--- src/rtl/ppg_controller.sv ---
// Pulse-oximeter front-end controller: IR/RED LED multiplexing, ADC sampling, AFE calibration and filtering.
// Build option PPG_FIR_EN: when defined, per-channel 16-tap FIR filters; otherwise raw samples pass through per frame.
module ppg_controller #(
    parameter logic [7:0] ADC_LO         = 8'd64,
    parameter logic [7:0] ADC_HI         = 8'd192,
    parameter logic [6:0] DC_INIT        = 7'd64,
    parameter logic [3:0] LED_DRIVE_INIT = 4'd8
) (
    input  logic        CLK,
    input  logic        rst,
    input  logic [7:0]  ADC,
    input  logic        Find_setting,
    output logic [3:0]  LED_DRIVE,
    output logic [6:0]  DC_Comp,
    output logic        LED_IR,
    output logic        LED_RED,
    output logic [3:0]  PGA_Gain,
    output logic        CLK_Filter,
    output logic [7:0]  IR_ADC_Value,
    output logic [7:0]  RED_ADC_Value,
    output logic [19:0] Out_IR_Filtered,
    output logic [19:0] Out_RED_Filtered
);

    typedef enum logic [1:0] {RUN, CAL_DC, CAL_GAIN} state_t;

    state_t     state, state_d;
    logic [3:0] cnt;
    logic [6:0] dc_d;
    logic [3:0] gain_d;
    logic       ir_slot_end, frame_end, in_window;

    assign ir_slot_end = (cnt == 4'd3);
    assign frame_end   = (cnt == 4'd9);
    assign in_window   = (ADC >= ADC_LO) && (ADC <= ADC_HI);

    // NOTE: sequential state uses <= so every register sees the pre-edge values of the others.
    always_ff @(posedge CLK) begin
        if (rst) cnt <= 4'd0;
        else     cnt <= frame_end ? 4'd0 : cnt + 4'd1;
    end

    always_ff @(posedge CLK) begin
        if (rst) begin
            state     <= RUN;
            DC_Comp   <= DC_INIT;
            PGA_Gain  <= 4'd0;
            LED_DRIVE <= LED_DRIVE_INIT;
        end else begin
            state    <= state_d;
            DC_Comp  <= dc_d;
            PGA_Gain <= gain_d;
        end
    end

    // NOTE: every comb output gets a default first, so no path can infer a latch.
    always_comb begin
        state_d = state;
        dc_d    = DC_Comp;
        gain_d  = PGA_Gain;
        if (Find_setting) begin
            state_d = CAL_DC;
            dc_d    = DC_INIT;
            gain_d  = 4'd0;
        end else if (ir_slot_end) begin
            // Decisions use the sample being captured at this very edge.
            case (state)
                CAL_DC: begin
                    if (ADC > ADC_HI) begin
                        if (DC_Comp == 7'd127) state_d = CAL_GAIN;
                        else                   dc_d    = DC_Comp + 7'd1;
                    end else if (ADC < ADC_LO) begin
                        if (DC_Comp == 7'd0) state_d = CAL_GAIN;
                        else                 dc_d    = DC_Comp - 7'd1;
                    end else begin
                        state_d = CAL_GAIN;
                    end
                end
                CAL_GAIN: begin
                    if (in_window) begin
                        if (PGA_Gain == 4'd15) state_d = RUN;
                        else                   gain_d  = PGA_Gain + 4'd1;
                    end else begin
                        state_d = RUN;
                        if (PGA_Gain != 4'd0) gain_d = PGA_Gain - 4'd1;
                    end
                end
                default: ;
            endcase
        end
    end

    always_comb begin
        LED_IR     = 1'b0;
        LED_RED    = 1'b0;
        CLK_Filter = 1'b0;
        if (!rst) begin
            LED_IR     = (cnt <= 4'd3);
            LED_RED    = (cnt >= 4'd5) && (cnt <= 4'd8);
            CLK_Filter = frame_end;
        end
    end

    always_ff @(posedge CLK) begin
        if (rst) begin
            IR_ADC_Value  <= 8'd0;
            RED_ADC_Value <= 8'd0;
        end else begin
            if (ir_slot_end)   IR_ADC_Value  <= ADC;
            if (cnt == 4'd8)   RED_ADC_Value <= ADC;
        end
    end

`ifdef PPG_FIR_EN
    localparam logic [4:0] COEF [16] = '{5'd1, 5'd2, 5'd4, 5'd8, 5'd12, 5'd16, 5'd20, 5'd24,
                                         5'd24, 5'd20, 5'd16, 5'd12, 5'd8, 5'd4, 5'd2, 5'd1};

    logic [7:0] ir_taps  [16];
    logic [7:0] red_taps [16];

    // Output for the line after shifting in newest: taps[k-1] becomes tap k.
    function automatic logic [19:0] fir_sum(input logic [7:0] newest, input logic [7:0] taps [16]);
        logic [19:0] acc;
        acc = 20'(COEF[0]) * 20'(newest);
        for (int k = 1; k < 16; k++) acc = acc + 20'(COEF[k]) * 20'(taps[k-1]);
        return acc;
    endfunction

    // NOTE: the delay lines are small flop arrays, not RAM, so they take a reset like any register.
    always_ff @(posedge CLK) begin
        if (rst) begin
            for (int k = 0; k < 16; k++) begin
                ir_taps[k]  <= 8'd0;
                red_taps[k] <= 8'd0;
            end
            Out_IR_Filtered  <= 20'd0;
            Out_RED_Filtered <= 20'd0;
        end else if (frame_end) begin
            ir_taps[0]  <= IR_ADC_Value;
            red_taps[0] <= RED_ADC_Value;
            for (int k = 1; k < 16; k++) begin
                ir_taps[k]  <= ir_taps[k-1];
                red_taps[k] <= red_taps[k-1];
            end
            Out_IR_Filtered  <= fir_sum(IR_ADC_Value, ir_taps);
            Out_RED_Filtered <= fir_sum(RED_ADC_Value, red_taps);
        end
    end
`else
    always_ff @(posedge CLK) begin
        if (rst) begin
            Out_IR_Filtered  <= 20'd0;
            Out_RED_Filtered <= 20'd0;
        end else if (frame_end) begin
            Out_IR_Filtered  <= {12'b0, IR_ADC_Value};
            Out_RED_Filtered <= {12'b0, RED_ADC_Value};
        end
    end
`endif

endmodule

--- config.mk ---
export PLATFORM = sky130hd
export DESIGN_NAME = ppg_controller
export DESIGN_NICKNAME = d
export VERILOG_FILES = /design/src/rtl/ppg_controller.sv
export SDC_FILE = /design/constraint.sdc
export NUM_CORES = 1
export LEC_CHECK = 0
export BUFFER_PORTS_ARGS = -buffer_cell sky130_fd_sc_hd__buf_2
export CORE_AREA = 2 2 74 76
export CTS_BUF_LIST = sky130_fd_sc_hd__clkbuf_4 sky130_fd_sc_hd__clkbuf_8
export DETAILED_ROUTE_END_ITERATION = 7
export DIE_AREA = 0 0 76 78
export PLACE_DENSITY = 0.81
export RECOVER_POWER = 100
export SYNTH_ARGS = -nofsm -noshare
export SYNTH_HDL_FRONTEND = slang
export SYNTH_SLANG_ARGS = --single-unit
export TNS_END_PERCENT = 1
--- constraint.sdc ---
create_clock -name CLK -period 3.17 [get_ports CLK]
set_clock_uncertainty 0.1 [all_clocks]
set_input_delay 0.634 -clock CLK [delete_from_list [all_inputs] [get_ports CLK]]
set_output_delay 0.634 -clock CLK [all_outputs]
set_load 0.05 [all_outputs]
Word-level counts from Yosys, hierarchy flattened
Index checks and enable logic that the tools add are counted.
{"block": "word_totals", "regBits": 49, "in_bits": 11, "wordCells": 71}
{"block": "classes", "n_addsub": 5, "magnitude_cmp": 7, "n_eq_ne": 16, "n_mux": 19, "n_reduce_logical": 15}
{"op": "2-to-1 mux 7 bit", "n": 4}
{"op": "AND reduction 5 bit", "n": 3}
{"op": "== test 4 bit (second input constant)", "n": 3}
{"op": "2-to-1 mux 2 bit", "n": 6}
{"op": "2-to-1 mux 4 bit", "n": 3}
{"op": "inequality test 4 bit (second input constant)", "n": 3}
{"op": "adder 4 x 1 -> 4 bit (second input constant)", "n": 2}
{"op": "greater-or-equal comparator 8 x 7 -> 1 bit (second input constant)", "n": 1}
{"op": "> comparator 8 bit (second input constant)", "n": 1}
{"op": "less-or-equal comparator 8 bit (second input constant)", "n": 1}
{"op": "< comparator 8 x 7 -> 1 bit (second input constant)", "n": 1}
{"op": "nonzero test 2 bit", "n": 4}
{"op": "adder 7 x 1 -> 7 bit (second input constant)", "n": 1}
{"op": "== test 7 bit (second input constant)", "n": 1}
{"op": "zero test 7 bit", "n": 1}
{"op": "subtractor 7 x 1 -> 7 bit (second input constant)", "n": 1}
{"op": "inequality test 2 bit (second input constant)", "n": 3}
{"op": "inequality test 3 bit (second input constant)", "n": 2}
{"op": "2-to-1 mux 1 bit", "n": 5}
{"op": "inequality test 5 bit (second input constant)", "n": 1}
{"op": "== test 4 x 2 -> 1 bit (second input constant)", "n": 1}
{"op": "greater-or-equal comparator 4 x 3 -> 1 bit (second input constant)", "n": 1}
{"op": "less-or-equal comparator 4 x 2 -> 1 bit (second input constant)", "n": 1}
{"op": "less-or-equal comparator 4 bit (second input constant)", "n": 1}
{"op": "other kinds (9)", "n": 11}

Logic depth before layout (Yosys ltp)
{"block": "depth", "ltp_word": 7, "depth_mapped": 9, "ltp_nobuf": 9}

Worst setup path before layout
No wires, ideal clock.
{"block": "synth_path", "kind": "input -> register", "startpoint": "input ADC[2]", "endpoint": "register DC_Comp[6]", "setup_ns": 0.072, "arrival_ns": 2.577, "t_required_ns": 2.998, "path_slack_ns": 0.422, "stages": 9, "path_cell_list": "nor4_4 > a21oi_4 > inv_2 > ha_1 > a211oi_1 > o21ai_0 > a21o_1 > a211oi_1 > mux2i_1"}
{"block": "synth_via", "elab_chain_len": 3}
{"item": "from (decl)", "line": "11", "text": "input logic [7:0] ADC,"}
{"item": "> comparator 8 bit / < comparator 8 x 7 -> 1 bit (equally long branches)", "line": "69, 72"}
{"item": "inequality test 2 bit (no source line) / nonzero test 2 bit (equally long branches)"}
{"item": "AND reduction 5 bit (no source line)"}
{"item": "to (signal assigned)", "line": "46", "text": "DC_Comp <= DC_INIT;"}
{"item": "to (signal assigned)", "line": "51", "text": "DC_Comp <= dc_d;"}
{"item": "to (decl)", "line": "14", "text": "output logic [6:0] DC_Comp,"}
Parallel ways exist; a longest one is shown, timed or not.
A chain may end at the register's enable or synchronous reset.

Worst setup path after layout
{"block": "layout_path", "startpoint": "register cnt[3]", "endpoint": "output LED_RED"}
{"block": "layout_via", "elab_chain_len": 3}
{"item": "from (decl)", "line": "28", "text": "logic [3:0] cnt;"}
{"item": "from (signal assigned)", "line": "40", "text": "else cnt <= frame_end ? 4'd0 : cnt + 4'd1;"}
{"item": "greater-or-equal comparator 4 x 3 -> 1 bit / less-or-equal comparator 4 bit (equally long branches)", "line": "99", "text": "LED_RED = (cnt >= 4'd5) && (cnt <= 4'd8);"}
{"item": "logical AND 1 bit (*)", "line": "99"}
{"item": "2-to-1 mux 1 bit (*)", "line": "97", "text": "if (!rst) begin"}
{"item": "to (decl)", "line": "16", "text": "output logic LED_RED,"}
Every way passes the cells marked *; elsewhere a longest branch is shown, timed or not.

==> results by group <==
Run status
  • Run status: finished, final reports clean

Yosys
  • Top area cells in the synthesized netlist: sky130_fd_sc_hd__dfxtp_1, sky130_fd_sc_hd__buf_4, sky130_fd_sc_hd__a21oi_1
  • Number of synthesis warnings: 0
  • Portion of the post-synthesis area used by sequential elements: roughly 38%
  • Post-synthesis cell type count: 55
  • Cell type with the highest aggregate area in the netlist: sky130_fd_sc_hd__dfxtp_1
  • Instance count of the mapped netlist: ~300
  • Number of flip-flops and latches in the synthesized netlist: 49
  • Post-Syn Area: 0.00261 mm²
  • Share of the synthesized area in the top cell type: a little under two fifths
  • Mean instance size in the synthesized netlist: approximately 8.9 µm²
  • Top FF cell, synth: sky130_fd_sc_hd__dfxtp_1
  • Fraction of registers with async set or reset after synthesis: 0%
  • Post-synth EDFFs: 0

Pwr
  • Sw Pwr: about 380 µW
  • Gate power share: 16.2%
  • PwrDens: 419 mW/mm²
  • Leakage component of the power: between 0.001 and 0.0015 µW
  • Seq pwr share: about 53%
  • Switching part of the total: between 30% and 40%
  • Portion of total power attributed to the clock network: between 30 and 40%
  • Internal: about 830 µW
  • Maximum resistive drop on vdd: between 0.2 and 0.3 mV

Place
  • Detailed-placement wirelength estimate: ~4300 µm
  • Placed Instance Area: 0.00286 mm²
  • Final GP Congestion: approximately 0.9
  • Number of port buffers: 56
  • Placed cell count: 414

Setup path
  • Minimum setup slack among reg-to-reg paths: just under 0.9 ns
  • Required time worst endpoint: roughly 2.4 ns
  • Worst Reg-to-Reg Cells: 6
  • Reg2Reg Capture Point: DC_Comp[6]
  • Crit-path slowest cell: sky130_fd_sc_hd__dfxtp_1
  • CP max stage delay: between 0.4 and 0.5 ns
  • Number of buffer and inverter instances along the worst setup path: 2
  • Worst setup path category: reg -> out
  • Cells along the critical path: nor2b_1, clkbuf_1, nand2_1, a21oi_1, clkbuf_2
  • FF-to-FF Start: cnt[0]
  • Arrival time reported for the critical path endpoint: roughly 2.1 ns
  • Largest delay contributor family on the critical path: buffers and inverters
  • Setup crit start kind: register
  • Capturing element type of the critical path: output pin
  • Biggest fanout along the worst timing path: 11

Global routing
  • Largest net degree at the start of global routing: 24
  • Number of antenna violations at the first check in global routing: 0
  • Total grt overflow: 0
  • Number of global-route vias before repair: roughly 2000
  • Global-route wire length before repair: 9450 µm
  • Global router's overall resource usage: between 15 and 20%

Clocking
  • H-tree levels: 2
  • TritonCTS buffer count: 5
  • Setup Buffers After CTS: 0
  • Clock tree root buffer cell: sky130_fd_sc_hd__clkbuf_8
  • Max Buffers Root-to-Sink: 2
  • Clock slew seen by the registers of the worst setup and hold paths: 0.09 ns
  • Total of hold buffers inserted after clock tree synthesis: 0
  • Number of instances resized during post-cts repair: 0
  • TritonCTS clock tree: built
  • Clock latency of the later-clocked register in the worst-skew pair: 0.30 ns
  • Sinks on Clock Net: a little under 50

STA
  • Setup tns final: 0 ns
  • Max_slew headroom: approximately 50%
  • Achievable Freq: roughly 0.35 GHz
  • Portion of the clock cycle consumed by the worst path in the final layout: between 80% and 90%
  • Transition at the pin with the smallest max-transition slack: roughly 0.74 ns
  • Tmin final: approximately 2.8 ns
  • Final Hold Vio Count: 0
  • Max-slew violation count: 0
  • Final setup violation count: 0
  • RSZ-0062 raised after global routing: false

Routing
  • Routed WL per cell: approximately 14 µm
  • Post-detailed-route DRC marker count: 0
  • Routed wire length: between 5000 and 6000 µm
  • Number of DRC markers after the initial detailed-route iteration: between 100 and 150
  • Detailed Routing Iterations Pass 1: 4
  • DR vias: roughly 2200
  • Routed vias/inst: around 5.3
  • Number of nets still failing antenna checks after routing: 0

Layout
  • Fraction of final layout cells with drive strength greater than 1: ~10%
  • Growth of design area from synthesis to finish: 9.88%
  • Diode count: 0
  • Post-layout instance count excluding filler cells: 422
  • Final net count: between 300 and 400
  • Fill cell count: 483
  • Area of all placed cells without fillers: around 0.0029 mm²

Floorplanning
  • Core area: just over 0.005 mm²
  • Die Span X: 76 µm
  • Effective utilization at floorplan: approximately 52%
  • Number of cell rows: 26
  • Top Ports: 85
  • Die area: 0.00593 mm²
  • Vertical extent of the die: ~78 µm

Worst hold path
  • Hold path startpoint: IR_ADC_Value[5]
  • Worst hold path class: reg -> reg
  • Terminating pin of the worst hold path: IR_ADC_Value[5]
  • WHS Path Cells: 2

Job
  • Max-cap violations: 0
[registers in the layout, summed over array words and instances (netlist names)]
register	flops
PGA_Gain	4
DC_Comp	7
Out_RED_Filtered	8
RED_ADC_Value	8
cnt	4
state	2
IR_ADC_Value	8
Out_IR_Filtered	8
[through the flow]
stage          utilization [%]  hold WS [ns]  setup WS (ns)  power, µW
4_1_cts                   58.5         0.376          0.474       1210
5_1_grt                   56.8         0.393          0.166       1250
6_report                  56.8         0.378          0.323       1200
3_5_place_dp              56.7         0.349          0.168        845
3_3_place_gp              56.7         0.350          0.225        840
2_1_floorplan                -         0.345          0.422        835
[cells in the mapped netlist, drive strengths merged, types with 2 or more instances]
cell type   n
nand3      15
nor2b       3
or3         3
clkbuf      4
a21oi      32
mux2        2
ha         11
and2        2
nor2       16
buf        34
nand2b      2
nor3        4
or2         2
xnor2       4
o21ai      11
o211ai      2
mux2i       2
nor4        4
nand4       4
nand2      29
dfxtp      49
a211oi      4
or4         2
o21a        3
a211o       2
conb        2
inv         8
a21o        3
a22o       16
and3        2
[area by class of cell]
cell class                 instances  area [µm²]  share of cell area (%)
clock inverter                     2        15.0                   0.524
clock buffer                       6        76.3                    2.66
multi-input combinational        225        1420                    49.6
inverter                           8        30.0                    1.05
tap                               70        87.6                    3.06
timing repair buffer              62         254                    8.86
sequential                        49         981                    34.2
[tightest hold or removal path, cell delays in order, from the launching register on]
cell and delay [ns]:
sky130_fd_sc_hd__dfxtp_1 0.33, sky130_fd_sc_hd__nand2_1 0.06, sky130_fd_sc_hd__a21oi_1 0.05
[routing by layer]
layer / global-route usage (%) / up-vias / share of wire [%]
li1: - / 1111 / -
met1: 24.7 / 1029 / 45
met2: 32.1 / 72 / 48
met3: 4.65 / 5 / 5.4
met4: 8.55 / 0 / 1.2
met5: 0 / - / 0
[worst max path at each step]
stage | from | to | slack (ns) | depth (start not counted)
5_1_grt | cnt[3] | LED_RED | 0.17 | 5
3_3_place_gp | ADC[2] | DC_Comp[5] | 0.22 | 10
2_1_floorplan | ADC[2] | DC_Comp[6] | 0.42 | 9
6_report | cnt[3] | LED_RED | 0.32 | 5
3_5_place_dp | ADC[2] | DC_Comp[6] | 0.17 | 10
4_1_cts | ADC[2] | DC_Comp[6] | 0.47 | 10
[placed cells by master (no fill, tap or decap), types with 2 or more instances in the layout]
cell type,count
sky130_fd_sc_hd__a211o_1,2
sky130_fd_sc_hd__a211oi_1,4
sky130_fd_sc_hd__a21o_1,3
sky130_fd_sc_hd__a21oi_1,32
sky130_fd_sc_hd__a22o_1,16
sky130_fd_sc_hd__and3_1,2
sky130_fd_sc_hd__buf_2,9
sky130_fd_sc_hd__buf_4,2
sky130_fd_sc_hd__clkbuf_1,49
sky130_fd_sc_hd__clkbuf_2,2
sky130_fd_sc_hd__clkbuf_8,5
sky130_fd_sc_hd__clkinvlp_4,2
sky130_fd_sc_hd__conb_1,28
sky130_fd_sc_hd__dfxtp_1,49
sky130_fd_sc_hd__ha_1,11
sky130_fd_sc_hd__inv_1,7
sky130_fd_sc_hd__mux2_4,2
sky130_fd_sc_hd__mux2i_1,2
sky130_fd_sc_hd__nand2_1,28
sky130_fd_sc_hd__nand2b_1,2
sky130_fd_sc_hd__nand3_1,15
sky130_fd_sc_hd__nand4_1,4
sky130_fd_sc_hd__nor2_1,16
sky130_fd_sc_hd__nor2b_1,3
sky130_fd_sc_hd__nor3_1,4
sky130_fd_sc_hd__nor4_1,3
sky130_fd_sc_hd__o211ai_1,2
sky130_fd_sc_hd__o21a_1,3
sky130_fd_sc_hd__o21ai_0,11
sky130_fd_sc_hd__or2_2,2
sky130_fd_sc_hd__or3_1,3
sky130_fd_sc_hd__xnor2_1,4
[cells by family after synthesis]
| group | count (synthesis) | share of synthesized area, % |
|---|---|---|
| buf+inv | 46 | 11.1 |
| compound gates | 83 | 22.3 |
| fa+ha+maj | 12 | 6.04 |
| xor+xnor | 5 | 1.68 |
| mux | 4 | 1.92 |
| other cells | 2 | 0.288 |
| flops | 49 | 37.6 |
| simple gates | 93 | 19.1 |
[power by group through the flow]
stage          registers, µW  logic (µW)  clock network [µW]
2_1_floorplan            657         178                   0
3_3_place_gp             646         195                   0
3_5_place_dp             646         198                   0
4_1_cts                  632         199                 383
5_1_grt                  634         208                 411
6_report                 632         195                 375
No activity file was read; power rests on OpenSTA's default activity.
